$ cat src/rtl/fp_mul_round.sv
// Post-multiply stage of the binary32 multiplier: normalize, round-to-nearest-even, pack.
// States: IDLE wait for product | NORM pick guard/sticky | ROUND rne increment | PACK saturate/flush/pack
module fp_mul_round (
  input  logic        clk,
  input  logic        reset,
  input  logic        in_en,
  input  logic [47:0] p,
  input  logic        sign_in,
  input  logic [9:0]  exp_in,
  output logic [31:0] result,
  output logic        done,
  output logic        busy,
  output logic        overflow,
  output logic        underflow
);

  typedef enum logic [1:0] {S_IDLE, S_NORM, S_ROUND, S_PACK} state_t;

  state_t             r_state;
  state_t             w_state_nxt;
  logic [47:0]        r_p;
  logic               r_sign;
  logic signed [9:0]  r_exp;
  logic [22:0]        r_mant;
  logic               r_guard;
  logic               r_sticky;
  logic               r_zero;
  logic [31:0]        r_result;
  logic               r_done;
  logic               r_ovf;
  logic               r_unf;
  logic [23:0]        w_mant_inc;
  logic               w_round_up;

  always_ff @(posedge clk or posedge reset) begin
    if (reset) r_state <= S_IDLE;
    else       r_state <= w_state_nxt;
  end

  always_comb begin
    w_state_nxt = r_state;
    case (r_state)
      S_IDLE:  if (in_en) w_state_nxt = S_NORM;
      S_NORM:  w_state_nxt = S_ROUND;
      S_ROUND: w_state_nxt = S_PACK;
      S_PACK:  w_state_nxt = S_IDLE;
      default: w_state_nxt = S_IDLE;
    endcase
  end

  always_comb begin
    busy = (r_state != S_IDLE);
  end

  // Carry out of bit 23 leaves the low 23 bits at zero, which is the wrapped mantissa.
  assign w_mant_inc = {1'b0, r_mant} + 24'd1;
  assign w_round_up = r_guard & (r_sticky | r_mant[0]);

  always_ff @(posedge clk or posedge reset) begin
    if (reset) begin
      r_p      <= '0;
      r_sign   <= 1'b0;
      r_exp    <= '0;
      r_mant   <= '0;
      r_guard  <= 1'b0;
      r_sticky <= 1'b0;
      r_zero   <= 1'b0;
      r_result <= '0;
      r_done   <= 1'b0;
      r_ovf    <= 1'b0;
      r_unf    <= 1'b0;
    end else begin
      r_done <= 1'b0;
      case (r_state)
        S_IDLE: begin
          if (in_en) begin
            r_p    <= p;
            r_sign <= sign_in;
            r_exp  <= exp_in;
          end
        end
        S_NORM: begin
          r_zero <= (r_p[47:46] == 2'b00);
          if (r_p[47]) begin
            r_mant   <= r_p[46:24];
            r_guard  <= r_p[23];
            r_sticky <= |r_p[22:0];
            r_exp    <= r_exp + 10'sd1;
          end else begin
            r_mant   <= r_p[45:23];
            r_guard  <= r_p[22];
            r_sticky <= |r_p[21:0];
          end
        end
        S_ROUND: begin
          if (w_round_up) begin
            r_mant <= w_mant_inc[22:0];
            if (w_mant_inc[23]) r_exp <= r_exp + 10'sd1;
          end
        end
        S_PACK: begin
          r_done <= 1'b1;
          if (r_zero) begin
            r_result <= {r_sign, 31'b0};
            r_ovf    <= 1'b0;
            r_unf    <= 1'b0;
          end else if (r_exp >= 10'sd255) begin
            r_result <= {r_sign, 8'hFF, 23'b0};
            r_ovf    <= 1'b1;
            r_unf    <= 1'b0;
          end else if (r_exp <= 10'sd0) begin
            r_result <= {r_sign, 31'b0};
            r_ovf    <= 1'b0;
            r_unf    <= 1'b1;
          end else begin
            r_result <= {r_sign, r_exp[7:0], r_mant};
            r_ovf    <= 1'b0;
            r_unf    <= 1'b0;
          end
        end
        default: ;
      endcase
    end
  end

  assign result    = r_result;
  assign done      = r_done;
  assign overflow  = r_ovf;
  assign underflow = r_unf;

endmodule

$ cat config.mk
export PLATFORM = sky130hd
export DESIGN_NAME = fp_mul_round
export DESIGN_NICKNAME = d
export VERILOG_FILES = /design/src/rtl/fp_mul_round.sv
export SDC_FILE = /design/constraint.sdc
export NUM_CORES = 1
export LEC_CHECK = 0
export ABC_AREA = 1
export CAP_MARGIN = 25
export CORE_MARGIN = 1.5
export CORE_UTILIZATION = 32
export CTS_CLUSTER_DIAMETER = 50
export DETAILED_ROUTE_END_ITERATION = 16
export MAX_ROUTING_LAYER = met4
export PLACE_DENSITY = 0.48
export SYNTH_ARGS = -nofsm -noshare
export SYNTH_HDL_FRONTEND = slang
export SYNTH_SLANG_ARGS = --single-unit
$ cat constraint.sdc
create_clock -name clk -period 6.4 [get_ports clk]
set_input_delay 1.28 -clock clk [delete_from_list [all_inputs] [get_ports clk]]
set_output_delay 1.28 -clock clk [all_outputs]
set_load 0.02 [all_outputs]
Word-level counts from Yosys, hierarchy flattened:

Index checks and enable logic that the tools add are counted.
W data, S select, Z words.

* input port bits: 62
* output and inout port bits: 36
* word-level logic and storage cells: 56
* register bits: 122

* bitwise logic cells: 2
* mux-type cells: 21
* reduce and logical (&&, ||, !) cells: 10
* $add $sub $neg: 2
* equal/unequal tests: 7
* magnitude comparators: 2

Operator list (number)
* $mux W31: 3
* $mux W23: 2
* $pmux W23 S2: 1
* $mux W10: 4
* $pmux W10 S3: 1
* $add A23 B1 Y24 const B: 1
* $reduce_or A23 Y1: 1
* $reduce_or A22 Y1: 1
* $add A10 B2 Y10 const B: 1
* $ge A10 B9 Y1 const B: 1
* $le A10 B1 Y1 const B: 1
* $mux W1: 8
* $ne A2 B2 Y1 const B: 4
* $pmux W2 S4: 1
* $reduce_and A5 Y1: 1
* $eq A2 B2 Y1 const B: 2
* $logic_not A2 Y1: 2
* $reduce_and A2 Y1: 2
* $reduce_bool A2 Y1: 2
* $reduce_bool A3 Y1: 1
* $eq A2 B1 Y1 const B: 1
* $mux W2: 1
* $and A1 B1 Y1: 1
* $or A1 B1 Y1: 1

Logic depth before layout (Yosys ltp):

Gate-level depths: netlist of the first run.

* depth in word-level cells: 4
* mapped depth: 11
* depth with buffers taken out: 11

Least setup slack after synthesis of the first run:

OpenSTA, ideal clock, no wires.

* path kind: input to register
* from: in in_en
* to: reg r_p[47]
* arrival time: 2.016 ns
* path slack: 4.247 ns
* cell stages on the path: 4
* required time: 6.263 ns
* buffers on the path: 2
* cell sequence: nand2_1 -> buf_2 -> clkbuf_1 -> a21oi_1

* cells in the longest elaborated chain, start to end: 1

Ends and longest elaborated chain
* start: declaration: RTL line 6 `input logic in_en,`
* $reduce_and A2 Y1 (no source line)
* end signal: assignment: RTL line 77 `r_p <= p;`
* end: declaration: RTL line 21 `logic [47:0] r_p;`

Every way passes these cells.
A chain may end at the register's enable or synchronous reset.

Final worst setup path of the first run:

* from: reg r_state[0]
* to: out busy

* cells in the longest elaborated chain, start to end: 1

Ends and longest elaborated chain
* start: declaration: RTL line 19 `state_t r_state;`
* start signal: assignment: RTL line 37 `else r_state <= w_state_nxt;`
* $reduce_bool A2 Y1: RTL line 52 `busy = (r_state != S_IDLE);`
* end: declaration: RTL line 12 `output logic busy,`

Every way passes these cells.

==> results of run 1 <==
synthesized netlist by cell type (all sizes together):
cell,number
o21ai,52
clkinv,1
ha,8
or2,4
nand4,9
o22ai,1
nand2,218
a21boi,6
nor3,3
o31ai,1
o211ai,1
a31o,1
a22o,1
nor2,108
nand3,57
a31oi,1
xor2,4
nor4,1
a22oi,3
buf,17
clkbuf,17
dfrtp,122
inv,79
mux2,19
o21a,2
a21oi,57
a41oi,1
through the flow:
step                      instance area, um^2  power [W]  setup slack (ns)
after floorplan                          6270    0.00283              1.88
after global placement                   7420    0.00338              3.09
after detailed placement                 7470    0.00342              3.09
after CTS                                8060    0.00441              3.28
after global routing                     8060    0.00476              3.05
final                                    8060    0.00436              3.32
worst register-to-register path: cells and delay by family (launching register included):
family | cells | cell delay (ns)
simple gates | 3 | 1.24
buf+inv | 3 | 0.96
flops | 1 | 0.40
fa+ha+maj | 1 | 0.16
compound gates | 1 | 0.12
power breakdown:
part	switching, W	internal (W)
clock network	0.000354	0.000609
logic	0.00118	0.000763
registers	0.000314	0.00114
total	0.00185	0.00251
worst min-delay path by stage:
stage,from,endpoint,slack [ns],cells after the start
6_report,r_sign,result[31],0.46,2
5_1_grt,result[17],result[17],0.49,2
4_1_cts,r_sign,result[31],0.47,2
3_5_place_dp,r_sign,result[31],0.46,2
3_3_place_gp,r_sign,result[31],0.46,2
2_1_floorplan,r_sign,result[31],0.44,2
registers in the layout, summed over array words and instances (netlist names):
register,count
underflow,1
r_zero,1
r_mant,23
done,1
r_guard,1
r_state,2
overflow,1
r_sticky,1
r_p,48
r_exp,10
result,32
r_sign,1
cell type report:
class	instances	share of cell area, %
sequential	122	37.9
timing repair buffer	102	12.9
multi-input combinational	558	34.0
inverter	80	3.76
clock buffer	20	5.42
clock inverter	12	1.86
tap	265	4.11
layer usage:
metal / vias to the layer above / share of wire, % / GRT usage, %
li1: 2724 / - / -
met2: 86 / 42 / 23.7
met5: - / 0 / -
met1: 2401 / 53 / 23.9
met4: 0 / 1.3 / 6.62
met3: 14 / 3.3 / 2.98
cell usage in the layout (no fill, tap or decap), types with 17 or more instances in the layout:
master	n
nand2_1	210
dfrtp_1	122
clkbuf_16	17
inv_1	74
a21oi_1	57
nor2_1	101
o21ai_0	47
clkdlybuf4s50_1	97
nand3_1	53
mux2_2	19
cells by family after synthesis:
group                    after synthesis  synth area share [%]
AO/OA/AOI/OAI                        127                  11.1
XOR/XNOR                               4                 0.558
buffers and inverters                114                  7.62
flip-flops                           122                  48.7
AND/OR/NAND/NOR                      400                  27.1
adder cells (fa/ha/maj)                8                  1.60
multiplexers                          19                  3.41
==> metrics.cfg, run 1 <==
[critical_path]
max_stage_delay_ns = 0.59
critical-path-top-delay-family = buffers and inverters
worstPathMaxFanout = 4
r2r_slack_ns = 3.40
endpoint_kind = output pin
crit_required_ns = 5.12
cp-start-kind = flop
cpMostUsedCell = inv_1
endpoint = busy
crit_chain = inv_1 -> ha_1 -> inv_1 -> clkdlybuf4s50_1
r2r_start = r_state[0]
cp.depth = 4
slowest_stage = clkdlybuf4s50_1
crit_buf_inv = 3
worstPathArrival_ns = 1.80
cp-startpoint = r_state[0]
reg2reg_to = r_mant[10]
critPathKind = flop to output pin
reg2reg_depth = 8

[clock_network]
cts_root_buf = clkbuf_16
cts-htree-levels = 4
cts_tree = done
postCtsSetupRepairBufs = 0
cts_buffers = 17
cts_resized = 0
clk_latency_ns = 0.42
clkTransAtPathRegs_ns = 0.06
cts.path.max_buffers = 2
hold_buffers = 0
clock-sinks = 122

[final_layout]
drive_above_1_share_pct = 9.73
diodes = 0
nNetsFinal = 951
regArea_um2 = 3050
fillCellCount = 2033
fin_util_pct = 41.7
multiInputGateArea_um2 = 2740
area_growth_syn_to_layout_pct = 28.5
final_cells = 1159

[sta]
timing.final.crit_share_pct = 48.1
tightest_slew_ns = 0.964
setup_tns_ns = 0
setup_viol = 0
period_needed_ns = 3.08
slew_viol_final = 0
hold_ws_ns = 0.465
rsz0062_at_grt = false
hold_violations = 0
relSlewSlack_pct = 35.6
fmaxAchievable_mhz = 325
finalClockSkew_ns = 0.00877

[route]
routedWlPerCell_um = 13.3
drtIter0Drc = 251
drt-pass1-iter-count = 4
drt_wl_total_um = 15400
ant_nets = 0
num_vias = 5225
drc_errors = 0
post_drt_via_cell_ratio = 4.51

[grt]
grt_start_max_net_pins = 72
overflow = 0
grt_pass1_wl_um = 25800
grt_pass1_vias = 4916
grt_util_all_layers_pct = 16.9
antenna_found_initial = 0

[floorplanning]
rows = 51
die_area_um2 = 20400
coreArea_um2 = 19300
initial_core_util_pct = 32.4
io_pins = 98
die_h_um = 143
fp.dieW_um = 143

[pwr]
power_leakage_nw = 3.82
ir_drop_mv = 0.232
powerDensity_nw_per_um2 = 541

[logic_synthesis]
synth_nets = 864
netlist_instances = 794
ys.warnings.count = 0
synthTopCellsByArea = dfrtp_1 (49%), nand2_1 (13%), nor2_1 (6.0%), a21oi_1 (4.5%), inv_1 (4.5%)
yosys.area.top_type = dfrtp_1
synth_top_area_share_pct = 48.7
syn_area_um2 = 6270
yosysUniqueCellTypes = 38
ys_seq_area_share_pct = 48.7
synth_area_per_cell_um2 = 7.90
ys_ff_latch = 122

[placed_design]
gp_congestion = 0.804
placed_cells = 1127
io_buffers = 97
dp_hpwl_um = 11100

[hold_path]
hp-class = flop to flop

[run_status]
status = complete, no violations

[flow_run]
maxCapViolCount = 0

(Power assumes the default switching activity.)
==> run 2: changes to the inputs <==
--- a/config.mk
+++ b/config.mk
@@ -12,7 +12,7 @@
 export CTS_CLUSTER_DIAMETER = 50
 export DETAILED_ROUTE_END_ITERATION = 16
 export MAX_ROUTING_LAYER = met4
-export PLACE_DENSITY = 0.48
+export PLACE_DENSITY = 0.5
 export SYNTH_ARGS = -nofsm -noshare
 export SYNTH_HDL_FRONTEND = slang
 export SYNTH_SLANG_ARGS = --single-unit
==> constraint.sdc (replaced) <==
create_clock -name clk -period 2.5 [get_ports clk]
set_input_delay 0.5 -clock clk [delete_from_list [all_inputs] [get_ports clk]]
set_output_delay 0.5 -clock clk [all_outputs]
set_load 0.02 [all_outputs]
==> run 2 against run 1 <==
  * Sequential cell count did not move
  * Register-to-register slack got worse by 2.8 ns
  * Die area stayed put
  * Clock skew is 0.0013 ns lower
  * Total power grew to 2.5 times the previous value
  * Global-route usage about the same
  * Critical path type unchanged
==> metrics.cfg, run 2 (synthesis gave the netlist of run 1 again) <==
[run_status]
status = complete, no violations

[critical_path]
crit_required_ns = 2.00  ; -3.12 ns
endpoint = busy
cp-start-kind = flop
endpoint_kind = output pin
worstPathMaxFanout = 4  ; unchanged
r2r_slack_ns = 0.60  ; -2.80 ns
critPathKind = flop to output pin
r2r_start = r_state[0]
reg2reg_to = r_exp[8]
worstPathArrival_ns = 1.83  ; +0.03 ns
reg2reg_depth = 8  ; unchanged
cp-startpoint = r_state[0]

[sta]
finalClockSkew_ns = 0.00743  ; -0.00133 ns
relSlewSlack_pct = 65.3  ; +30 points
tightest_slew_ns = 0.519  ; -0.445 ns
fmaxAchievable_mhz = 430
slew_viol_final = 0  ; unchanged
setup_viol = 0  ; unchanged
hold_violations = 0  ; unchanged
period_needed_ns = 2.33
setup_tns_ns = 0  ; unchanged
setup_ws_ns = 0.173  ; -3.15 ns
timing.final.crit_share_pct = 93.1
rsz0062_at_grt = false

[pwr]
ir_drop_mv = 0.486  ; +110%
switching_share_pct = 43.3  ; +0.93 points
clockPowerShare_pct = 20.4  ; -1.7 points
internal_power_w = 0.00627  ; +150%
p_seq_share_pct = 33.0  ; -0.3 points
comb_power_share_pct = 46.5  ; +1.9 points
p_sw_w = 0.00479  ; +160%
finalPower_w = 0.0111  ; +150%
powerDensity_nw_per_um2 = 1370  ; +150%
power_leakage_nw = 3.86  ; +1.1%

[floorplanning]
io_pins = 98  ; unchanged
die_area_um2 = 20400  ; unchanged
rows = 51  ; unchanged
fp.dieW_um = 143  ; unchanged
coreArea_um2 = 19300  ; unchanged
die_h_um = 143  ; unchanged
initial_core_util_pct = 32.4  ; unchanged

[final_layout]
layout_common_cells = nand2_1 (210), dfrtp_1 (122), nor2_1 (101)
largest_reg_flops = 48  ; unchanged
area_growth_syn_to_layout_pct = 29.1
final_cells = 1168  ; +0.78%
drive_above_1_share_pct = 10.9  ; +1.1 points
diodes = 0  ; unchanged
largest_register = r_p
mostFrequentLayoutCell = nand2_1
nNetsFinal = 960  ; +0.95%

[grt]
overflow = 0  ; unchanged
grt_pass1_wl_um = 26100  ; +1.3%
antenna_found_initial = 0  ; unchanged
grt_start_max_net_pins = 71  ; -1.4%
grt_util_all_layers_pct = 16.8  ; -0.025 points
grt_pass1_vias = 5168  ; +5.1%

[placed_design]
pre_cts_slack_ns = 0.393  ; -2.70 ns
dp_hpwl_um = 11100  ; +0.17%
placed_cells = 1136  ; +0.80%
gp_congestion = 0.867  ; +7.9%
io_buffers = 97  ; unchanged

[route]
drc_errors = 0  ; unchanged
drtIter0Drc = 474  ; +89%
post_drt_via_cell_ratio = 4.53  ; +0.43%
drt-pass1-iter-count = 5  ; +1
routedWlPerCell_um = 13.2  ; -0.56%
num_vias = 5288  ; +1.2%
drt_wl_total_um = 15400  ; +0.21%
ant_nets = 0  ; unchanged

[hold_path]
hp-class = flop to flop
hold-path-cell-count = 2  ; unchanged

[clock_network]
clkTransAtPathRegs_ns = 0.06  ; about the same
cts.path.max_buffers = 2  ; unchanged
hold_buffers = 0  ; unchanged
cts_tree = done
cts_buffers = 17  ; unchanged
postCtsSetupRepairBufs = 0  ; unchanged
cts_root_buf = clkbuf_16
clk_latency_ns = 0.42  ; about the same
clock-sinks = 122  ; unchanged
cts-htree-levels = 4  ; unchanged
cts_resized = 0  ; unchanged

[flow_run]
maxCapViolCount = 0  ; unchanged

==> run 2: cell count changes in the layout (fill, tap and decap cells not counted), sizes merged <==
| cell | change |
|---|---|
| bufinv | -3 |
| inv | +2 |
| clkinvlp | -4 |
| clkinv | +5 |
| buf | +9 |
==> run 2: worst min-delay path by stage <==
stage,startpoint,endpoint,slack [ns]
after detailed placement,result[2],result[2],0.47
after global placement,result[2],result[2],0.46
final,result[2],result[2],0.47
after global routing,result[11],result[11],0.51
after CTS,result[2],result[2],0.48
after floorplan,r_sign,result[31],0.44
==> run 2: critical path, stage by stage, from the launching register on <==
cell             delay [ns]
dfrtp_1                0.38
inv_1                  0.10
ha_1                   0.24
inv_1                  0.09
clkdlybuf4s50_1        0.61
==> run 2: layout make-up <==
class                      instances  area (um^2)
fill                            1986        11200
sequential                       122         3050
multi-input combinational        558         2740
timing repair buffer             111         1110
clock buffer                      20          457
tap                              265          332
inverter                          80          304
clock inverter                    12         92.6
==> run 2: through the flow <==
step / util, % / hold slack (ns) / area [um^2]
after floorplan: - / 0.444 / 6280
after global placement: 39.0 / 0.464 / 7550
after detailed placement: 39.0 / 0.467 / 7550
after CTS: 41.9 / 0.482 / 8100
after global routing: 41.9 / 0.505 / 8100
final: 41.9 / 0.475 / 8100
==> run 2: routing by layer <==
metal	wire [um]	GRT usage, %
met1	8170	24.3
met2	6450	23.1
met3	585	3.49
met4	237	5.86
met5	0	-
==> run 2: power by group through the flow <==
stage | registers (W) | logic [W] | clock network [W]
floorplan | 0.00370 | 0.00355 | 0
global placement | 0.00369 | 0.00512 | 0
detailed placement | 0.00369 | 0.00518 | 0
CTS | 0.00366 | 0.00521 | 0.00233
global route | 0.00379 | 0.00588 | 0.00242
finish | 0.00366 | 0.00515 | 0.00226
==> run 3: changes to the inputs <==
--- a/config.mk
+++ b/config.mk
@@ -9,8 +9,10 @@
 export CAP_MARGIN = 25
 export CORE_MARGIN = 1.5
 export CORE_UTILIZATION = 32
+export CTS_BUF_LIST = sky130_fd_sc_hd__clkbuf_4 sky130_fd_sc_hd__clkbuf_8
 export CTS_CLUSTER_DIAMETER = 50
 export DETAILED_ROUTE_END_ITERATION = 16
+export GPL_TIMING_DRIVEN = 0
 export MAX_ROUTING_LAYER = met4
 export PLACE_DENSITY = 0.5
 export SYNTH_ARGS = -nofsm -noshare
==> run 3 against run 2 <==
  * Die area unchanged
  * Design area decreased by 0.73%
  * Clock skew increased by 0.0097 ns
  * Clock-buffer cell count decreased by 3
  * Global-route usage increased by 0.88 points
  * Core utilization decreased by 0.30 points
  * Clock power decreased by 19%
==> metrics.cfg, run 3 (synthesis gave the netlist of run 1 again) <==
[critical_path]
cp-start-kind = flop
crit_buf_inv = 3  ; unchanged
worstPathMaxFanout = 4  ; unchanged
cpMostUsedCell = inv_1
critPathKind = flop to output pin
crit_required_ns = 2.00  ; about the same
max_stage_delay_ns = 0.62  ; about the same
crit_chain = inv_1 -> ha_1 -> inv_1 -> clkdlybuf4s50_1
slowest_stage = clkdlybuf4s50_1
endpoint_kind = output pin
critical-path-top-delay-family = buffers and inverters
worstPathArrival_ns = 1.85  ; +0.02 ns

[sta]
slew_viol_final = 0  ; unchanged
setup_viol = 0  ; unchanged
period_needed_ns = 2.35  ; +0.0246 ns
hold_violations = 0  ; unchanged
setup_ws_ns = 0.149  ; -0.0246 ns
tightest_slew_ns = 0.562  ; +0.0425 ns
fmaxAchievable_mhz = 425  ; -1.0%
rsz0062_at_grt = false
setup_tns_ns = 0  ; unchanged
finalClockSkew_ns = 0.0171  ; +0.00968 ns
timing.final.crit_share_pct = 94.1  ; +0.99 points
hold_ws_ns = 0.353  ; -0.122 ns
relSlewSlack_pct = 62.6  ; -2.7 points

[pwr]
powerDensity_nw_per_um2 = 1350  ; -1.5%
ir_drop_mv = 0.445  ; -8.4%
power_leakage_nw = 3.84  ; -0.67%

[final_layout]
largest_register = r_p
mostFrequentLayoutCell = nand2_1
drive_above_1_share_pct = 11.2  ; +0.38 points
fin_util_pct = 41.6  ; -0.30 points
diodes = 0  ; unchanged
area_growth_syn_to_layout_pct = 28.1
final_cells = 1191  ; +2.0%
layout_common_cells = nand2_1 (211), dfrtp_1 (122), nor2_1 (101)
largest_reg_flops = 48  ; unchanged
nNetsFinal = 983  ; +2.4%

[route]
drtIter0Drc = 313  ; -34%
top_layer = met4
routedWlPerCell_um = 13.7  ; +3.5%
num_vias = 5396  ; +2.0%
met2_length_um = 7170  ; +11%
drc_errors = 0  ; unchanged
drt_wl_total_um = 16300  ; +5.6%
ant_nets = 0  ; unchanged
drt-pass1-iter-count = 4  ; -1
dr_wl_met3_um = 683  ; +17%
wl_met1_um = 8260  ; +1.1%
post_drt_via_cell_ratio = 4.53  ; about the same

[placed_design]
pre_cts_slack_ns = 0.288  ; -0.105 ns
dp_hpwl_um = 12200  ; +11%
io_buffers = 97  ; unchanged
placed_cells = 1159  ; +2.0%
gp_congestion = 0.855  ; -1.4%

[floorplanning]
die_area_um2 = 20400  ; unchanged
io_pins = 98  ; unchanged
initial_core_util_pct = 32.4  ; unchanged
rows = 51  ; unchanged
fp.dieW_um = 143  ; unchanged
die_h_um = 143  ; unchanged
coreArea_um2 = 19300  ; unchanged

[clock_network]
cts_resized = 0  ; unchanged
cts_buffers = 17  ; unchanged
postCtsSetupRepairBufs = 0  ; unchanged
clock-sinks = 122  ; unchanged
cts_tree = done
cts.path.max_buffers = 2  ; unchanged
cts_root_buf = clkbuf_8
cts-htree-levels = 4  ; unchanged
hold_buffers = 0  ; unchanged
clkTransAtPathRegs_ns = 0.08  ; +0.02 ns
clk_latency_ns = 0.46  ; +0.04 ns

[hold_path]
hp-class = input port to asynchronous set/reset pin

[flow_run]
maxCapViolCount = 0  ; unchanged

[grt]
grt_pass1_wl_um = 27100  ; +3.6%
antenna_found_initial = 0  ; unchanged
grt_start_max_net_pins = 42  ; -41%
grt_util_all_layers_pct = 17.7  ; +0.88 points
overflow = 0  ; unchanged
grt_pass1_vias = 5198  ; +0.58%

[run_status]
status = complete, no violations

[run 3: cell count changes in the layout (fill, tap and decap cells not counted), moves of 2 or more]
cell       before  now
buf_6           0    3
clkbuf_16      17    0
clkbuf_1        1   17
inv_6           3    6
bufinv_16       0    2
clkinv_4        5    3
buf_2           0   10
buf_4          11    4
clkbuf_8        2   17
[run 3: worst paths after layout]
path                            start         end  slack (ns)  cells past startpoint
max                        r_state[0]        busy        0.15                      4
min                             reset     r_p[23]        0.35                      2
max reg2reg                r_state[0]  r_mant[19]        0.51                      8
min reg2reg                    r_sign  result[31]        0.47                      2
max in group asynchronous       reset      r_p[4]        1.63                      3
min in group clk               r_sign  result[31]        0.47                      2
[run 3: layout make-up]
cell class | count | area, um^2
inverters | 80 | 304
multi-input cells | 558 | 2740
plain buffers | 34 | 178
repair buffers | 100 | 1030
clock inverters | 15 | 164
well taps | 265 | 332
fillers | 2034 | 11300
clock buffers | 17 | 234
flip-flops and latches | 122 | 3050
[run 3: layer usage]
metal / up-vias / GRT usage, %
met2: 108 / 25.7
met1: 2488 / 25.1
met5: - / -
li1: 2787 / -
met3: 13 / 3.09
met4: 0 / 5.70
[run 3: worst register-to-register path, delay by kind of cell, from the launching register on]
kind / cells / cell delay [ns]
compound gates: 2 / 0.31
flops: 1 / 0.40
fa+ha+maj: 1 / 0.25
buf+inv: 3 / 0.67
simple gates: 2 / 0.31
[run 3: through the flow]
stage | power (W) | area, um^2
6_report | 0.0108 | 8040
5_1_grt | 0.0118 | 8040
4_1_cts | 0.0109 | 8040
3_5_place_dp | 0.00906 | 7640
3_3_place_gp | 0.00900 | 7580
2_1_floorplan | 0.00725 | 6280
[run 3: where the power goes]
part           total [W]  internal [W]  switching [W]
Sequential       0.00366       0.00291       0.000749
Combinational    0.00534       0.00210        0.00324
Clock            0.00182      0.000903       0.000914
Total             0.0108       0.00591        0.00490
